$ cat src/rtl/trace_debugger_sample_buffer.sv
// ============================================================================
// Module   : trace_debugger_sample_buffer
// Brief    : Non-stalling elastic buffer for per-cycle instruction trace samples
//            with drop counting and a resync tag on the first sample after a loss.
// Revision : 1.0 - initial release
// ============================================================================
`default_nettype none

module trace_debugger_sample_buffer #(
    parameter int DEPTH = 8,
    parameter int CNT_W = 16
) (
    input  logic                     clk_i,
    input  logic                     rst_ni,
    input  logic                     enable_i,
    input  logic                     clear_i,
    input  logic                     ivalid_i,
    input  logic                     iexception_i,
    input  logic                     interrupt_i,
    input  logic [4:0]               cause_i,
    input  logic [31:0]              tval_i,
    input  logic [2:0]               priv_i,
    input  logic [31:0]              iaddr_i,
    input  logic [31:0]              instr_i,
    output logic                     valid_o,
    input  logic                     ready_i,
    output logic                     iexception_o,
    output logic                     interrupt_o,
    output logic [4:0]               cause_o,
    output logic [31:0]              tval_o,
    output logic [2:0]               priv_o,
    output logic [31:0]              iaddr_o,
    output logic [31:0]              instr_o,
    output logic                     lost_o,
    output logic                     overflow_o,
    output logic [CNT_W-1:0]         drop_cnt_o,
    output logic [$clog2(DEPTH):0]   fill_o
);

    localparam int AW = $clog2(DEPTH);
    localparam int FW = AW + 1;
    localparam int SW = 1 + 1 + 5 + 32 + 3 + 32 + 32 + 1;

    localparam logic [FW-1:0]    c_full    = FW'(DEPTH);
    localparam logic [FW-1:0]    c_fill_one = FW'(1);
    localparam logic [AW-1:0]    c_ptr_one = AW'(1);
    localparam logic [CNT_W-1:0] c_cnt_one = CNT_W'(1);

    logic [SW-1:0]    r_mem [DEPTH];
    logic [AW-1:0]    r_wr_ptr;
    logic [AW-1:0]    r_rd_ptr;
    logic [FW-1:0]    r_fill;
    logic [FW-1:0]    w_fill_nxt;
    logic             r_overflow;
    logic [CNT_W-1:0] r_drop_cnt;
    logic             r_lost_pend;

    logic             w_valid;
    logic             w_push;
    logic             w_pop;
    logic             w_full;
    logic             w_accept;
    logic             w_drop;
    logic [SW-1:0]    w_wdata;
    logic [SW-1:0]    w_head;

    assign w_valid  = (r_fill != '0);
    assign w_full   = (r_fill == c_full);
    assign w_push   = ivalid_i & enable_i & ~clear_i;
    assign w_pop    = w_valid & ready_i & ~clear_i;
    // A pop in the same cycle frees the slot, so a full buffer still accepts.
    assign w_accept = w_push & (~w_full | w_pop);
    assign w_drop   = w_push & w_full & ~w_pop;

    assign w_wdata = {iexception_i, interrupt_i, cause_i, tval_i, priv_i,
                      iaddr_i, instr_i, r_lost_pend};

    always_comb begin
        w_fill_nxt = r_fill;
        case ({w_accept, w_pop})
            2'b10:   w_fill_nxt = r_fill + c_fill_one;
            2'b01:   w_fill_nxt = r_fill - c_fill_one;
            default: w_fill_nxt = r_fill;
        endcase
    end

    always_ff @(posedge clk_i) begin
        if (w_accept) begin
            r_mem[r_wr_ptr] <= w_wdata;
        end
    end

    always_ff @(posedge clk_i or negedge rst_ni) begin
        if (!rst_ni) begin
            r_wr_ptr    <= '0;
            r_rd_ptr    <= '0;
            r_fill      <= '0;
            r_overflow  <= 1'b0;
            r_drop_cnt  <= '0;
            r_lost_pend <= 1'b0;
        end else if (clear_i) begin
            r_wr_ptr    <= '0;
            r_rd_ptr    <= '0;
            r_fill      <= '0;
            r_overflow  <= 1'b0;
            r_drop_cnt  <= '0;
            r_lost_pend <= 1'b0;
        end else begin
            r_fill <= w_fill_nxt;
            if (w_accept) begin
                r_wr_ptr    <= r_wr_ptr + c_ptr_one;
                r_lost_pend <= 1'b0;
            end
            if (w_pop) begin
                r_rd_ptr <= r_rd_ptr + c_ptr_one;
            end
            if (w_drop) begin
                r_overflow  <= 1'b1;
                r_lost_pend <= 1'b1;
                if (r_drop_cnt != '1) begin
                    r_drop_cnt <= r_drop_cnt + c_cnt_one;
                end
            end
        end
    end

    // Head fields read as zero while empty so stale storage never leaks out.
    assign w_head = w_valid ? r_mem[r_rd_ptr] : '0;

    assign {iexception_o, interrupt_o, cause_o, tval_o, priv_o,
            iaddr_o, instr_o, lost_o} = w_head;

    assign valid_o    = w_valid;
    assign fill_o     = r_fill;
    assign overflow_o = r_overflow;
    assign drop_cnt_o = r_drop_cnt;

endmodule

`default_nettype wire

$ cat config.mk
export PLATFORM = sky130hd
export DESIGN_NAME = trace_debugger_sample_buffer
export DESIGN_NICKNAME = d
export VERILOG_FILES = /design/src/rtl/trace_debugger_sample_buffer.sv
export SDC_FILE = /design/constraint.sdc
export NUM_CORES = 1
export LEC_CHECK = 0
export ABC_AREA = 1
export CAP_MARGIN = 10
export CORE_MARGIN = 2
export CORE_UTILIZATION = 40
export DETAILED_ROUTE_END_ITERATION = 8
export HOLD_SLACK_MARGIN = 0.02
export REMOVE_ABC_BUFFERS = 1
export SLEW_MARGIN = 20
export SYNTH_ARGS = -nofsm -noshare
export SYNTH_HDL_FRONTEND = slang
export SYNTH_SLANG_ARGS = --single-unit
export TNS_END_PERCENT = 100
$ cat constraint.sdc
create_clock -name clk_i -period 12.37 [get_ports clk_i]
set_input_delay 2.474 -clock clk_i [delete_from_list [all_inputs] [get_ports clk_i]]
set_output_delay 2.474 -clock clk_i [all_outputs]
set_load 0.005 [all_outputs]
# ---- After elaboration in Yosys (flattened, before gate mapping)
# Memory sizes are Yosys's and may differ from the RTL's.
# Cells that the tools add are included.
dict set report totals {
  reg_bits 28
  latchBits 0
  ram_bits 856
  rom_bits 0
  word_cells 52
  memories 1
}
# name depth width read_ports rd_clocked_by_memory_dff wr line
set mem_list {}
lappend mem_list {r_mem 8 107 1 0 1 49} ;# logic [SW-1:0] r_mem [DEPTH];
dict set report op_classes {
  add_sub_neg 5
  multipliers 0
  div_mod_pow 0
  n_lt_le_gt_ge 0
  n_eq_ne 4
  shift 0
  muxes 17
  n_bitwise 11
  reduce_logical 8
}
# operator count
set ops {}
lappend ops {{$mux 107} 1}
lappend ops {{$mux 16} 3}
lappend ops {{$add 16x1->16 const B} 1}
lappend ops {{$ne 16x16->1 const B} 1}
lappend ops {{$mux 3} 4}
lappend ops {{$pmux 4 s2} 1}
lappend ops {{$reduce_bool 2->1} 4}
lappend ops {{$and 1x1->1} 7}
lappend ops {{$mux 1} 7}
lappend ops {{$add 3x1->3 const B} 2}
lappend ops {{$reduce_bool 3->1} 2}
lappend ops {{$add 4x1->4 const B} 1}
lappend ops {{$eq 4x4->1 const B} 1}
lappend ops {{$mux 4} 1}
lappend ops {{$reduce_bool 4->1} 1}
lappend ops {{$sub 4x1->4 const B} 1}
lappend ops {{$not 1->1} 3}
lappend ops {{$eq 2x1->1 const B} 1}
lappend ops {{$eq 2x2->1 const B} 1}
lappend ops {{$reduce_and 2->1} 1}
lappend ops {{$or 1x1->1} 1}

# ---- Logic depth before layout (Yosys ltp)
dict set report depth {
  word_depth 8
  ltp_mapped 12
}

# ---- Least setup slack after synthesis
# OpenSTA, ideal clock, no wires.
dict set report synth_path {
  path_type {input-to-reg}
  startpoint {input port clear_i}
  endpoint {memory r_mem[0][0] (netlist bit), enable pin}
  setup_ns 0.574
  arrival_time_ns 7.558
  path_slack_ns 4.238
  path_stages 6
  n_path_buf 1
  cell_sequence {buf_2 -> nor2_2 -> nand2_1 -> inv_2 -> nand2_1 -> nor2_1}
}
dict set report synth_between {
  elab_chain_cells 6
  elab_cells_between_ends 7
  classes_between {mux: 2; bitwise: 5}
}
# item line
set synth_lines {}
lappend synth_lines {{from (decl)} 16} ;# input logic clear_i,
lappend synth_lines {{$not 1->1 *} {69, 70}}
lappend synth_lines {{$and 1x1->1} 70} ;# assign w_pop = w_valid & ready_i & ~clear_i;
lappend synth_lines {{$or 1x1->1} 72} ;# assign w_accept = w_push & (~w_full | w_pop);
lappend synth_lines {{$and 1x1->1 *} 72}
lappend synth_lines {{$mux 1 *} 88} ;# if (w_accept) begin
lappend synth_lines {{$mux 1 (not written as such) *} 89} ;# r_mem[r_wr_ptr] <= w_wdata;
lappend synth_lines {{to (decl)} 49}
# Every way passes the cells marked *; elsewhere a longest branch is shown, timed or not.

# ---- Worst setup path after layout
dict set report layout_path {
  startpoint {register r_rd_ptr[1]}
  endpoint {output port instr_o[13]}
}
dict set report layout_between {
  elab_chain_cells 2
}
# item line
set layout_lines {}
lappend layout_lines {{from (decl)} 51} ;# logic [AW-1:0] r_rd_ptr;
lappend layout_lines {{from (signal assigned)} 115} ;# r_rd_ptr <= r_rd_ptr + c_ptr_one;
lappend layout_lines {{$mem_v2 8x107} -}
lappend layout_lines {{$mux 107} 128} ;# assign w_head = w_valid ? r_mem[r_rd_ptr] : '0;
lappend layout_lines {{to (decl)} 33} ;# output logic [31:0] instr_o,
# No other way between the ends.

==> out/metrics.cfg <==
[status]
status=finished, final reports clean

[synthesis]
yosysWarningCount=0
synth_edf_count=856
syn_area_um2=34800
ys.flop_type=edfxtp_1
ys_seq_area_share_pct=75.9
synthArstFlopShare_pct=3.17
synth.avg_cell_area_um2=13.1
ys_seq_elements=884
syn_inst=2650
ys_types=36

[power_and_ir_drop]
intPower_w=0.00529
power_density_nw_per_um2=179
power_frac_seq_pct=45.7
p_comb_share_pct=19.2
ir_drop_v=0.000108
cellLeakagePower_nw=13.2
swShare_pct=27.6
pwr-share-clk_pct=35.1
p_sw_w=0.00202

[setup_path]
end_kind=output port
cp_max_fo=78
crit_type=reg2out
required_ns=9.90
startpoint_type=flip-flop
arrival_ns=5.08

[timing]
drv_slew=0
fin_tns_setup_ns=0
hold_slack_ns=0.540
slew_headroom_pct=26.6
clock.fmax_mhz=132
fin_crit_sh_pct=61.1
grt_setup_unrepaired=no
setup_viol=0
min_period_ns=7.55
tightest_slew_ns=1.10
clock_skew_ns=0.0322
hold_viol_final=0

[routing]
vias=21800
drt-total-wl_um=86200
ant_nets=0
wl_per_cell_um=21.2
dr.pass1.iters=5
drc_errors=0
drt_iter0_markers=1949
vias_per_cell=5.37

[global_routing]
grt_pass1_wl_um=130000
grt_overflow=0
antenna_found_initial=12
grtUsageTotal_pct=18.9
grt_pass1_vias=21700
grt_max_degree=185

[die]
start_util_pct=40.2
io_pins=241
num_rows=108
die_w_um=299
core_region_area_um2=86500
dieArea_um2=89400
die_h_um=299

[clocking]
cts_buffer_depth=3
cts_setup_buffers=0
hold_buffers=0
clkLatencyLatePin_ns=0.64
numCtsBuffers=90
root_buffer=clkbuf_16
clock-sinks=884
htreeDepth=3
cts_resized=0
path_clk_slew_ns=0.06
cts_tree=built

[finish]
design_area_um2=40900
area_growth_pct=17.4
fin_util_pct=47.2
drive_gt1_share_pct=6.22
nets=2950

[placement]
port_buffers=240
hpwl_um=47200
place_area_um2=38000
globalplace.congestion=0.819

[worst_hold_path]
hold_path.class=reg2reg

[flow_run]
drv_cap=0

## power groups by stage
stage	Sequential (W)	Clock, W	Combinational [W]
detailed placement	0.00341	0	0.00141
global placement	0.00340	0	0.00139
global route	0.00335	0.00273	0.00155
CTS	0.00334	0.00261	0.00142
floorplan	0.00347	0	0.000705
finish	0.00334	0.00257	0.00140
## through the flow
step                      instances  power (W)  worst slack (ns)
final                          4068    0.00731              4.82
after global routing           4065    0.00762              4.46
after CTS                      4062    0.00737              4.78
after detailed placement       3895    0.00482              4.86
after global placement         3895    0.00480              5.02
after floorplan                2468    0.00417             -1.89
## final timing paths
kind                                  start  slack [ns]       endpoint  cells after the start
worst max-delay path            r_rd_ptr[1]        4.82    instr_o[13]                      8
worst min-delay path             overflow_o        0.54     overflow_o                      2
worst max register to register    fill_o[3]        7.78   r_mem[2][68]                     10
worst min register to register   overflow_o        0.54     overflow_o                      2
max in group asynchronous            rst_ni        9.82    r_rd_ptr[1]                      2
min in group asynchronous            rst_ni        2.22  drop_cnt_o[9]                      2
## cell families after synthesis
kind of cell	count (synthesis)	synth area share [%]
buf+inv	205	3.08
xor+xnor	11	0.277
flops	884	75.9
compound gates	776	12.1
simple gates	769	8.52
fa+ha+maj	5	0.180
## sequential cells by signal, summed over array words and instances, names as in the netlist
register     cells
r_mem          856
drop_cnt_o      16
fill_o           4
r_rd_ptr         3
r_wr_ptr         3
overflow_o       1
r_lost_pend      1
## layout make-up
cell class / instances / area [um2]
Clock inverter: 55 / 448
Inverter: 23 / 109
Sequential cell: 884 / 26400
Antenna cell: 5 / 12.5
Clock buffer: 112 / 2360
Multi-Input combinational cell: 1561 / 7390
Tap cell: 1155 / 1450
Timing Repair Buffer: 273 / 2680
Fill cell: 7544 / 45600
## cell usage in the layout (no fill, tap or decap), types with 3 or more instances in the layout
cell,instances
edfxtp_1,856
nor2_1,664
o21ai_0,436
clkdlybuf4s50_1,240
o21ai_1,113
o22ai_1,108
a31oi_1,107
clkbuf_16,91
nand2_1,61
buf_4,29
dfrtp_1,26
clkinv_1,24
clkbuf_1,21
inv_1,18
nand3_1,17
clkinv_2,14
nor2_4,8
xor2_1,8
clkinvlp_4,6
diode_2,5
nand4_1,5
inv_6,5
ha_1,5
nor3_1,4
o31ai_2,4
o31ai_1,4
bufinv_16,4
a21oi_1,3
nand3_2,3
xnor2_1,3
buf_6,3
## Yosys cell counts (all sizes together) (2+ instances only)
cell type / instances / area share, %
nor3: 4 / 0.058
ha: 5 / 0.18
buf: 86 / 1.8
nand3: 20 / 0.33
a21oi: 4 / 0.068
xnor2: 3 / 0.076
nor2: 673 / 7.3
o31ai: 8 / 0.23
nor3b: 2 / 0.043
o22ai: 108 / 1.9
xor2: 8 / 0.20
clkbuf: 96 / 1.0
edfxtp: 856 / 74
nand2: 63 / 0.69
dfrtp: 28 / 2.0
inv: 23 / 0.27
nand4: 5 / 0.090
o21ai: 549 / 7.9
a31oi: 107 / 1.9
## per-layer routing
metal	GRT usage, %	vias up	part of all wire [%]
met5	0	-	0.078
met4	4.46	10	1.6
met3	4.18	110	6.5
met2	30.6	584	47
met1	26.1	11000	44
li1	-	10100	-
## worst max-delay path, cell delays in order (launching register included)
cell and delay (ns):
dfrtp_4 0.64, inv_6 0.46, buf_4 0.74, buf_4 0.81, o21ai_0 0.22, o22ai_1 0.17
o21ai_1 0.08, a31oi_1 0.59, clkdlybuf4s50_1 0.63
(Power assumes the default switching activity.)
